File: config.mk
export PLATFORM = sky130hd
export DESIGN_NAME = mem_bus_arbiter
export DESIGN_NICKNAME = d
export VERILOG_FILES = /design/src/rtl/mem_bus_arbiter_pkg.sv /design/src/rtl/mem_bus_arbiter_rr2.sv /design/src/rtl/mem_bus_arbiter.sv
export SDC_FILE = /design/constraint.sdc
export NUM_CORES = 1
export LEC_CHECK = 0
export ABC_AREA = 0
export CAP_MARGIN = 20
export CORE_MARGIN = 3
export CORE_UTILIZATION = 43
export DETAILED_ROUTE_END_ITERATION = 10
export GPL_TIMING_DRIVEN = 0
export PLACE_DENSITY_LB_ADDON = 0.12
export SYNTH_ARGS = -nofsm -noshare
export SYNTH_HDL_FRONTEND = slang
export SYNTH_HIERARCHICAL = 1
export SYNTH_SLANG_ARGS = --single-unit
File: constraint.sdc
create_clock -name clk_i -period 6.2 [get_ports clk_i]
set_input_delay 0.93 -clock clk_i [delete_from_list [all_inputs] [get_ports clk_i]]
set_output_delay 0.93 -clock clk_i [all_outputs]
set_load 0.05 [all_outputs]
File: src/rtl/mem_bus_arbiter_pkg.sv
// Shared encodings for the two-master pipelined memory bus arbiter:
// transfer types, data-phase owner states and master identifiers.
package mem_bus_arbiter_pkg;

    localparam logic [1:0] TRANS_IDLE   = 2'b00;
    localparam logic [1:0] TRANS_NONSEQ = 2'b10;

    localparam logic [1:0] OWN_NONE = 2'b00;
    localparam logic [1:0] OWN_M0   = 2'b01;
    localparam logic [1:0] OWN_M1   = 2'b10;

    typedef enum logic {
        M0 = 1'b0,
        M1 = 1'b1
    } master_e;

    function automatic logic [1:0] owner_of(input master_e m);
        return (m == M0) ? OWN_M0 : OWN_M1;
    endfunction

endpackage

File: src/rtl/mem_bus_arbiter_rr2.sv
// Two-requester address-phase picker: burst lock, then fixed M0 priority
// or round-robin on a tie; a lone requester always wins.
module mem_bus_arbiter_rr2
    import mem_bus_arbiter_pkg::*;
(
    input  logic [1:0] req,
    input  master_e    last,
    input  logic       fix,
    input  logic       lock,
    output master_e    pick
);

    logic last_req_s;

    assign last_req_s = (last == M1) ? req[1] : req[0];

    // Lock only holds the bus while the locked master is actually requesting
    always_comb begin
        pick = M0;
        if (lock && last_req_s) begin
            pick = last;
        end else if (req == 2'b11) begin
            pick = fix ? M0 : ((last == M0) ? M1 : M0);
        end else if (req == 2'b10) begin
            pick = M1;
        end else begin
            pick = M0;
        end
    end

endmodule

File: src/rtl/mem_bus_arbiter.sv
// Shares one pipelined memory port between the core (M0) and DMA/debug (M1),
// tracking the data-phase owner so ready/resp/rdata return to the right master.
module mem_bus_arbiter
    import mem_bus_arbiter_pkg::*;
#(
    parameter int DWidth = 32,
    parameter int TWidth = 2
) (
    input  logic              clk_i,
    input  logic              rst_ni,
    input  logic              prio_fix_i,
    input  logic [TWidth-1:0] m0_trans_i,
    input  logic [DWidth-1:0] m0_addr_i,
    input  logic              m0_write_i,
    input  logic [DWidth-1:0] m0_wdata_i,
    input  logic              m0_lock_i,
    output logic              m0_gnt_o,
    output logic              m0_ready_o,
    output logic              m0_resp_o,
    output logic [DWidth-1:0] m0_rdata_o,
    input  logic [TWidth-1:0] m1_trans_i,
    input  logic [DWidth-1:0] m1_addr_i,
    input  logic              m1_write_i,
    input  logic [DWidth-1:0] m1_wdata_i,
    input  logic              m1_lock_i,
    output logic              m1_gnt_o,
    output logic              m1_ready_o,
    output logic              m1_resp_o,
    output logic [DWidth-1:0] m1_rdata_o,
    input  logic              mem_ready_i,
    input  logic              mem_resp_i,
    input  logic [DWidth-1:0] mem_rdata_i,
    output logic [DWidth-1:0] mem_addr_o,
    output logic [TWidth-1:0] mem_trans_o,
    output logic              mem_write_o,
    output logic [DWidth-1:0] mem_wdata_o
);

    logic [1:0]        req_s;
    master_e           pick_s;
    master_e           last_gnt_r;
    logic              lock_r;
    logic [1:0]        owner_r;
    logic [1:0]        owner_nxt_s;
    logic [DWidth-1:0] last_addr_r;
    logic [DWidth-1:0] rdata0_r;
    logic [DWidth-1:0] rdata1_r;
    logic              err_first_s;
    logic              pick_req_s;
    logic              locked_req_s;
    logic              addr_act_s;
    logic              gnt0_s;
    logic              gnt1_s;

    assign req_s = {m1_trans_i == TWidth'(TRANS_NONSEQ), m0_trans_i == TWidth'(TRANS_NONSEQ)};

    mem_bus_arbiter_rr2 u_rr2 (
        .req  (req_s),
        .last (last_gnt_r),
        .fix  (prio_fix_i),
        .lock (lock_r),
        .pick (pick_s)
    );

    // First cycle of a two-cycle error response blanks the address phase
    assign err_first_s  = mem_resp_i & ~mem_ready_i;
    assign pick_req_s   = (pick_s == M1) ? req_s[1] : req_s[0];
    assign locked_req_s = (last_gnt_r == M1) ? req_s[1] : req_s[0];
    assign addr_act_s   = pick_req_s & ~err_first_s;
    assign gnt0_s       = addr_act_s & mem_ready_i & (pick_s == M0);
    assign gnt1_s       = addr_act_s & mem_ready_i & (pick_s == M1);

    assign m0_gnt_o    = gnt0_s;
    assign m1_gnt_o    = gnt1_s;
    assign mem_trans_o = addr_act_s ? TWidth'(TRANS_NONSEQ) : TWidth'(TRANS_IDLE);
    assign mem_addr_o  = !addr_act_s ? last_addr_r : ((pick_s == M1) ? m1_addr_i : m0_addr_i);
    assign mem_write_o = addr_act_s & ((pick_s == M1) ? m1_write_i : m0_write_i);

    assign m0_ready_o = (owner_r == OWN_M0) & mem_ready_i;
    assign m1_ready_o = (owner_r == OWN_M1) & mem_ready_i;
    assign m0_resp_o  = (owner_r == OWN_M0) & mem_resp_i;
    assign m1_resp_o  = (owner_r == OWN_M1) & mem_resp_i;
    assign m0_rdata_o = (owner_r == OWN_M0) ? mem_rdata_i : rdata0_r;
    assign m1_rdata_o = (owner_r == OWN_M1) ? mem_rdata_i : rdata1_r;

    // Write data follows the data-phase owner
    always_comb begin
        mem_wdata_o = {DWidth{1'b0}};
        case (owner_r)
            OWN_M0:  mem_wdata_o = m0_wdata_i;
            OWN_M1:  mem_wdata_o = m1_wdata_i;
            default: mem_wdata_o = {DWidth{1'b0}};
        endcase
    end

    // Next data-phase owner is whoever wins this address phase
    always_comb begin
        owner_nxt_s = OWN_NONE;
        if (gnt0_s || gnt1_s) begin
            owner_nxt_s = owner_of(pick_s);
        end else begin
            owner_nxt_s = OWN_NONE;
        end
    end

    // Owner FSM only advances on an accepted (ready) cycle
    always_ff @(posedge clk_i or negedge rst_ni) begin
        if (!rst_ni) begin
            owner_r <= OWN_NONE;
        end else if (mem_ready_i) begin
            owner_r <= owner_nxt_s;
        end else begin
            owner_r <= owner_r;
        end
    end

    // Arbitration history: last winner, burst lock and last presented address
    always_ff @(posedge clk_i or negedge rst_ni) begin
        if (!rst_ni) begin
            last_gnt_r  <= M1;
            lock_r      <= 1'b0;
            last_addr_r <= {DWidth{1'b0}};
        end else if (gnt0_s) begin
            last_gnt_r  <= M0;
            lock_r      <= m0_lock_i;
            last_addr_r <= m0_addr_i;
        end else if (gnt1_s) begin
            last_gnt_r  <= M1;
            lock_r      <= m1_lock_i;
            last_addr_r <= m1_addr_i;
        end else if (mem_ready_i && lock_r && !locked_req_s) begin
            lock_r <= 1'b0;
        end else begin
            lock_r <= lock_r;
        end
    end

    // Keep each master's last completed read data visible after its phase ends
    always_ff @(posedge clk_i or negedge rst_ni) begin
        if (!rst_ni) begin
            rdata0_r <= {DWidth{1'b0}};
            rdata1_r <= {DWidth{1'b0}};
        end else begin
            if (mem_ready_i && (owner_r == OWN_M0)) begin
                rdata0_r <= mem_rdata_i;
            end else begin
                rdata0_r <= rdata0_r;
            end
            if (mem_ready_i && (owner_r == OWN_M1)) begin
                rdata1_r <= mem_rdata_i;
            end else begin
                rdata1_r <= rdata1_r;
            end
        end
    end

endmodule

Word-level counts from Yosys, hierarchy flattened
Index checks and enable logic that the tools add are counted.
- flip-flop bits (word level): 100
- output and inout port bits: 137
- equality and inequality tests: 6
- multiplexer cells: 23
- bitwise operators: 13
- reductions and logical operators: 9
- operators with widths (kind ; number):
    $mux 32 ; 6
    $pmux 32 s2 ; 1
    $mux 1 ; 13
    $and 1x1->1 ; 10
    $eq 2x2->1 const B ; 5
    $mux 2 ; 3
    $logic_and 1x1->1 ; 5
    $not 1->1 ; 3
    $reduce_bool 3->1 ; 1
    $eq 2x1->1 const B ; 1
    $reduce_bool 2->1 ; 1
    $logic_not 1->1 ; 1
    $logic_or 1x1->1 ; 1

Depth between registers and ports, before layout
- depth in word-level cells: 11
- mapped depth: 10

Cells and area by module
Netlist, hierarchy kept.
- modules (own cells, without submodules) (module ; times used ; cells each ; area each (um2) ; sequential area each (um2)):
    mem_bus_arbiter ; 1 ; 529 ; 5664.2 ; 2503.7
    mem_bus_arbiter_rr2 ; 1 ; 4 ; 20.0 ; 0.0

Worst setup path after synthesis
No wires, ideal clock.
- kind: input-to-output
- from: input prio_fix_i
- to: output mem_addr_o[10]
- arrival: 3.173 ns
- data required time: 5.270 ns
- setup slack: 2.097 ns
- cell stages on the path: 7
- buffers on the path: 2
- cell sequence: or3_1 > a31oi_1 > buf_4 > and3b_1 > o22ai_2 > clkbuf_1 > o21ai_0
- cells in the longest elaborated chain, start to end: 6
- elaborated cells on any way between the ends: 7
- those cells by class: mux (6); bitwise (1)
- ends and longest elaborated chain (item ; RTL line ; text):
    start: declaration ; mem_bus_arbiter.sv:11 ; input logic prio_fix_i,
    $mux 1 (*) ; mem_bus_arbiter_rr2.sv:23 ; pick = fix ? M0 : ((last == M0) ? M1 : M0);
    $mux 1 (*) ; mem_bus_arbiter_rr2.sv:22 ; end else if (req == 2'b11) begin
    $mux 1 (*) ; mem_bus_arbiter_rr2.sv:20 ; if (lock && last_req_s) begin
    via pick_s ; mem_bus_arbiter.sv:40 ; master_e pick_s;
    $mux 1 ; mem_bus_arbiter.sv:67 ; assign pick_req_s = (pick_s == M1) ? req_s[1] : req_s[0];
    $and 1x1->1 ; mem_bus_arbiter.sv:69 ; assign addr_act_s = pick_req_s & ~err_first_s;
    $mux 32 (*) ; mem_bus_arbiter.sv:76 ; assign mem_addr_o = !addr_act_s ? last_addr_r : ((pick_s == M1) ? m1_addr_i : m0_addr_i);
    end: declaration ; mem_bus_arbiter.sv:33 ; output logic [DWidth-1:0] mem_addr_o,
Mark *: on every way through the listed nets, which the timed path passes. The rest lies on a longest branch.

Final worst setup path
- from: input prio_fix_i
- to: output mem_addr_o[11]
The elaborated chain is that of the path after synthesis.

==> insert_results.sql <==
INSERT INTO impl_metrics (metric_group, metric, value, unit) VALUES
('critical_path', 'crit_path_max_fanout', '10', ''),
('floorplanning', 'floorplan.initialDensity', '0.445', ''),
('floorplanning', 'die-area', '0.0146', 'mm^2'),
('drt', 'routed_wire_length_per_instance', '18.3', 'um'),
('worst_hold_path', 'hold_path_class', 'flip-flop to flip-flop', ''),
('global_routing', 'grt_usage', '0.250', ''),
('clock_tree', 'htree_levels', '3', ''),
('clock_tree', 'clock_tree.buffer_depth', '2', ''),
('critical_path', 'crit_arrival', '3.86', 'ns'),
('synthesis', 'synth_seq_area_share', '0.440', ''),
('drt', 'drcViolationCount', '0', ''),
('power', 'pwr_density_cell', '342', 'mW/mm^2'),
('sta', 'finalHoldViolCount', '0', ''),
('synthesis', 'synth_top_cells_by_area', 'dfrtp_1, mux2_2, mux2i_1', ''),
('critical_path', 'setup.worst_path.class', 'input pin to output pin', ''),
('global_routing', 'gr-total-overflow', '0', ''),
('floorplanning', 'placementRows', '41', ''),
('floorplanning', 'floorplan.core_area', '0.0128', 'mm^2'),
('placement', 'place_congestion', '0.860', ''),
('synthesis', 'synth_top_cell_area_share', '0.436', ''),
('outcome', 'status', 'finished clean', ''),
('final_layout', 'layout_commonest_cell', 'clkdlybuf4s50_1', ''),
('power', 'p_leak', '3.84', 'nW'),
('final_layout', 'layout_cell_share_with_drive_strength_beyond_1', '0.212', ''),
('critical_path', 'critical_path_rt', '5.27', 'ns'),
('critical_path', 'cp_top_family', 'buffers and inverters', ''),
('synthesis', 'synth_cell_type_count', '29', ''),
('synthesis', 'postSynthCellCount', '533', ''),
('placement', 'dp_cells', '1013', ''),
('synthesis', 'avg_synthesized_cell_area', '10.7', 'um^2'),
('critical_path', 'max_stage_delay', '0.89', 'ns'),
('sta', 'final_min_period_over_clock_period', '0.772', ''),
('flow_run', 'max-cap-violations', '0', ''),
('synthesis', 'yosys_register_bits', '100', ''),
('sta', 'clock-skew-final', '0.00698', 'ns'),
('final_layout', 'stdcell_count', '1029', ''),
('critical_path', 'worstReg2RegEnd', 'last_addr_r[4]$_DFFE_PN0P_', ''),
('synthesis', 'syn-cell-area', '0.00568', 'mm^2'),
('clock_tree', 'cts.hold.buffers_added', '0', ''),
('critical_path', 'worst_setup_path_endpoint', 'mem_addr_o[11]', ''),
('drt', 'route.antenna.remaining_nets', '0', ''),
('final_layout', 'layout.cells.most_common_list', 'clkdlybuf4s50_1, mux2_2, dfrtp_1, nor2_1, nand2_1', ''),
('global_routing', 'pin_count_of_the_biggest_net_entering_global_routing', '59', ''),
('final_layout', 'signed_area_change_from_the_synthesized_netlist_to_the_final_layout', '63.7', '%'),
('clock_tree', 'clkSinkCount', '100', ''),
('sta', 'tns', '0', 'ns'),
('critical_path', 'critical_path.reg2reg.startpoint', 'last_gnt_r$_DFFE_PN1P_', ''),
('final_layout', 'antennaDiodeCount', '0', ''),
('sta', 'worst-slew-pin-transition', '0.593', 'ns'),
('sta', 'final.min_clock_period', '4.79', 'ns'),
('synthesis', 'synth.yosys.warnings', '6', ''),
('synthesis', 'synth.net_count', '708', ''),
('drt', 'detail_route.wirelength', '18800', 'um'),
('global_routing', 'initial_antenna_violation_count', '1', ''),
('clock_tree', 'clock_tree.root_cell', 'clkbuf_16', ''),
('final_layout', 'final_util', '0.728', ''),
('final_layout', 'finish.net_count', '1027', ''),
('critical_path', 'critPathSlowestCell', 'clkdlybuf4s50_1', ''),
('floorplanning', 'chipHeight', '121', 'um'),
('critical_path', 'buffering_stage_count_on_the_worst_path_with_inverters_included', '4', ''),
('global_routing', 'first_global_vias', '5558', ''),
('critical_path', 'critical_path.most_common_cell', 'clkdlybuf4s50_1', ''),
('sta', 'relSlewSlack', '0.603', ''),
('critical_path', 'reg2reg_setup_slack', '4.06', 'ns'),
('global_routing', 'grt_first_pass_wirelength', '29000', 'um'),
('clock_tree', 'tritoncts_clock_tree', 'built', ''),
('sta', 'unrepaired_setup_endpoints_after_global_routing', 'false', ''),
('drt', 'vias', '5429', ''),
('clock_tree', 'ctsResizeCount', '0', ''),
('clock_tree', 'clk-insertion-delay-late', '0.34', 'ns'),
('critical_path', 'timing.critical_path.cells', 'clkdlybuf4s50_1, or3_1, a31oi_1, buf_4, and3b_1, o22ai_2, clkbuf_1, o21ai_0, clkdlybuf4s50_1', '');
## synth_stat cells
cell	count
nor3b_1	1
dfstp_2	1
buf_4	4
dfrtp_1	99
ha_1	2
nor2_1	65
buf_1	4
a31oi_1	1
nand4b_1	1
nand2_1	38
a21oi_1	33
a22oi_1	32
buf_6	6
clkbuf_1	7
or3_1	1
conb_1	1
nand4bb_4	1
mux2_2	128
inv_1	9
and3b_1	1
o22ai_2	1
nor2b_1	2
o22a_1	1
mux2i_1	34
o21ai_1	6
buf_2	23
o21ai_0	28
and2_1	2
a22o_1	1
## kinds of logic after synthesis
logic type,after synthesis,synth area share
AO/OA/AOI/OAI,103,0.108
adder cells (fa/ha/maj),2,0.00440
multiplexers,162,0.313
buffers and inverters,53,0.0506
other,1,0.000660
flip-flops,100,0.440
AND/OR/NAND/NOR,112,0.0828
## metrics by stage
step	area (um^2)	power, mW	hold slack (ns)	worst slack [ns]
final	9310	3.18	0.486	1.41
after global routing	9310	3.32	0.508	1.30
after CTS	9310	3.20	0.490	1.44
after detailed placement	9000	2.61	0.480	1.44
after global placement	8970	2.57	0.470	0.587
after floorplan	5680	2.01	0.459	2.10
## layout make-up
| type | instances | area [um^2] |
|---|---|---|
| plain buffers | 44 | 254 |
| fillers | 946 | 3470 |
| multi-input cells | 380 | 2890 |
| clock inverters | 7 | 82.6 |
| inverters | 9 | 33.8 |
| repair buffers | 308 | 3100 |
| well taps | 172 | 215 |
| clock buffers | 9 | 225 |
| flip-flops and latches | 100 | 2500 |
## routing by layer
layer / part of all wire / global-route usage / up-vias / wire length [um]
li1: - / - / 2519 / -
met1: 0.38 / 0.296 / 2636 / 7150
met2: 0.51 / 0.444 / 238 / 9650
met3: 0.080 / 0.0629 / 34 / 1500
met4: 0.025 / 0.0800 / 2 / 473
met5: 0.00069 / 0 / - / 13
## state kept, by name (all words and copies together), names as in the netlist
| name | cells |
|---|---|
| last_addr_r | 32 |
| rdata0_r | 32 |
| rdata1_r | 32 |
| owner_r | 2 |
| last_gnt_r | 1 |
| lock_r | 1 |
## power breakdown
| group | switching, mW | internal (mW) |
|---|---|---|
| Clock | 0.265 | 0.320 |
| Combinational | 1.00 | 0.671 |
| Sequential | 0.0901 | 0.833 |
| Total | 1.36 | 1.82 |
## worst reg2reg max path, cell delays in order (launching register included)
cell and delay (ns):
dfstp_2 0.39, or3_1 0.34, a31oi_1 0.17, buf_4 0.22
nand4b_1 0.21, nand2_1 0.17, buf_4 0.19, buf_2 0.23
a21oi_1 0.10
## worst min path at each step
stage               depth (start not counted)                    from  slack, ns                endpoint
floorplan                                   2  last_gnt_r$_DFFE_PN1P_       0.46  last_gnt_r$_DFFE_PN1P_
global placement                            2  last_gnt_r$_DFFE_PN1P_       0.47  last_gnt_r$_DFFE_PN1P_
detailed placement                          2  last_gnt_r$_DFFE_PN1P_       0.48  last_gnt_r$_DFFE_PN1P_
CTS                                         2  last_gnt_r$_DFFE_PN1P_       0.49  last_gnt_r$_DFFE_PN1P_
global route                                2  last_gnt_r$_DFFE_PN1P_       0.51  last_gnt_r$_DFFE_PN1P_
finish                                      2  last_gnt_r$_DFFE_PN1P_       0.49  last_gnt_r$_DFFE_PN1P_
Note: power is estimated with default switching activity, not from simulation.
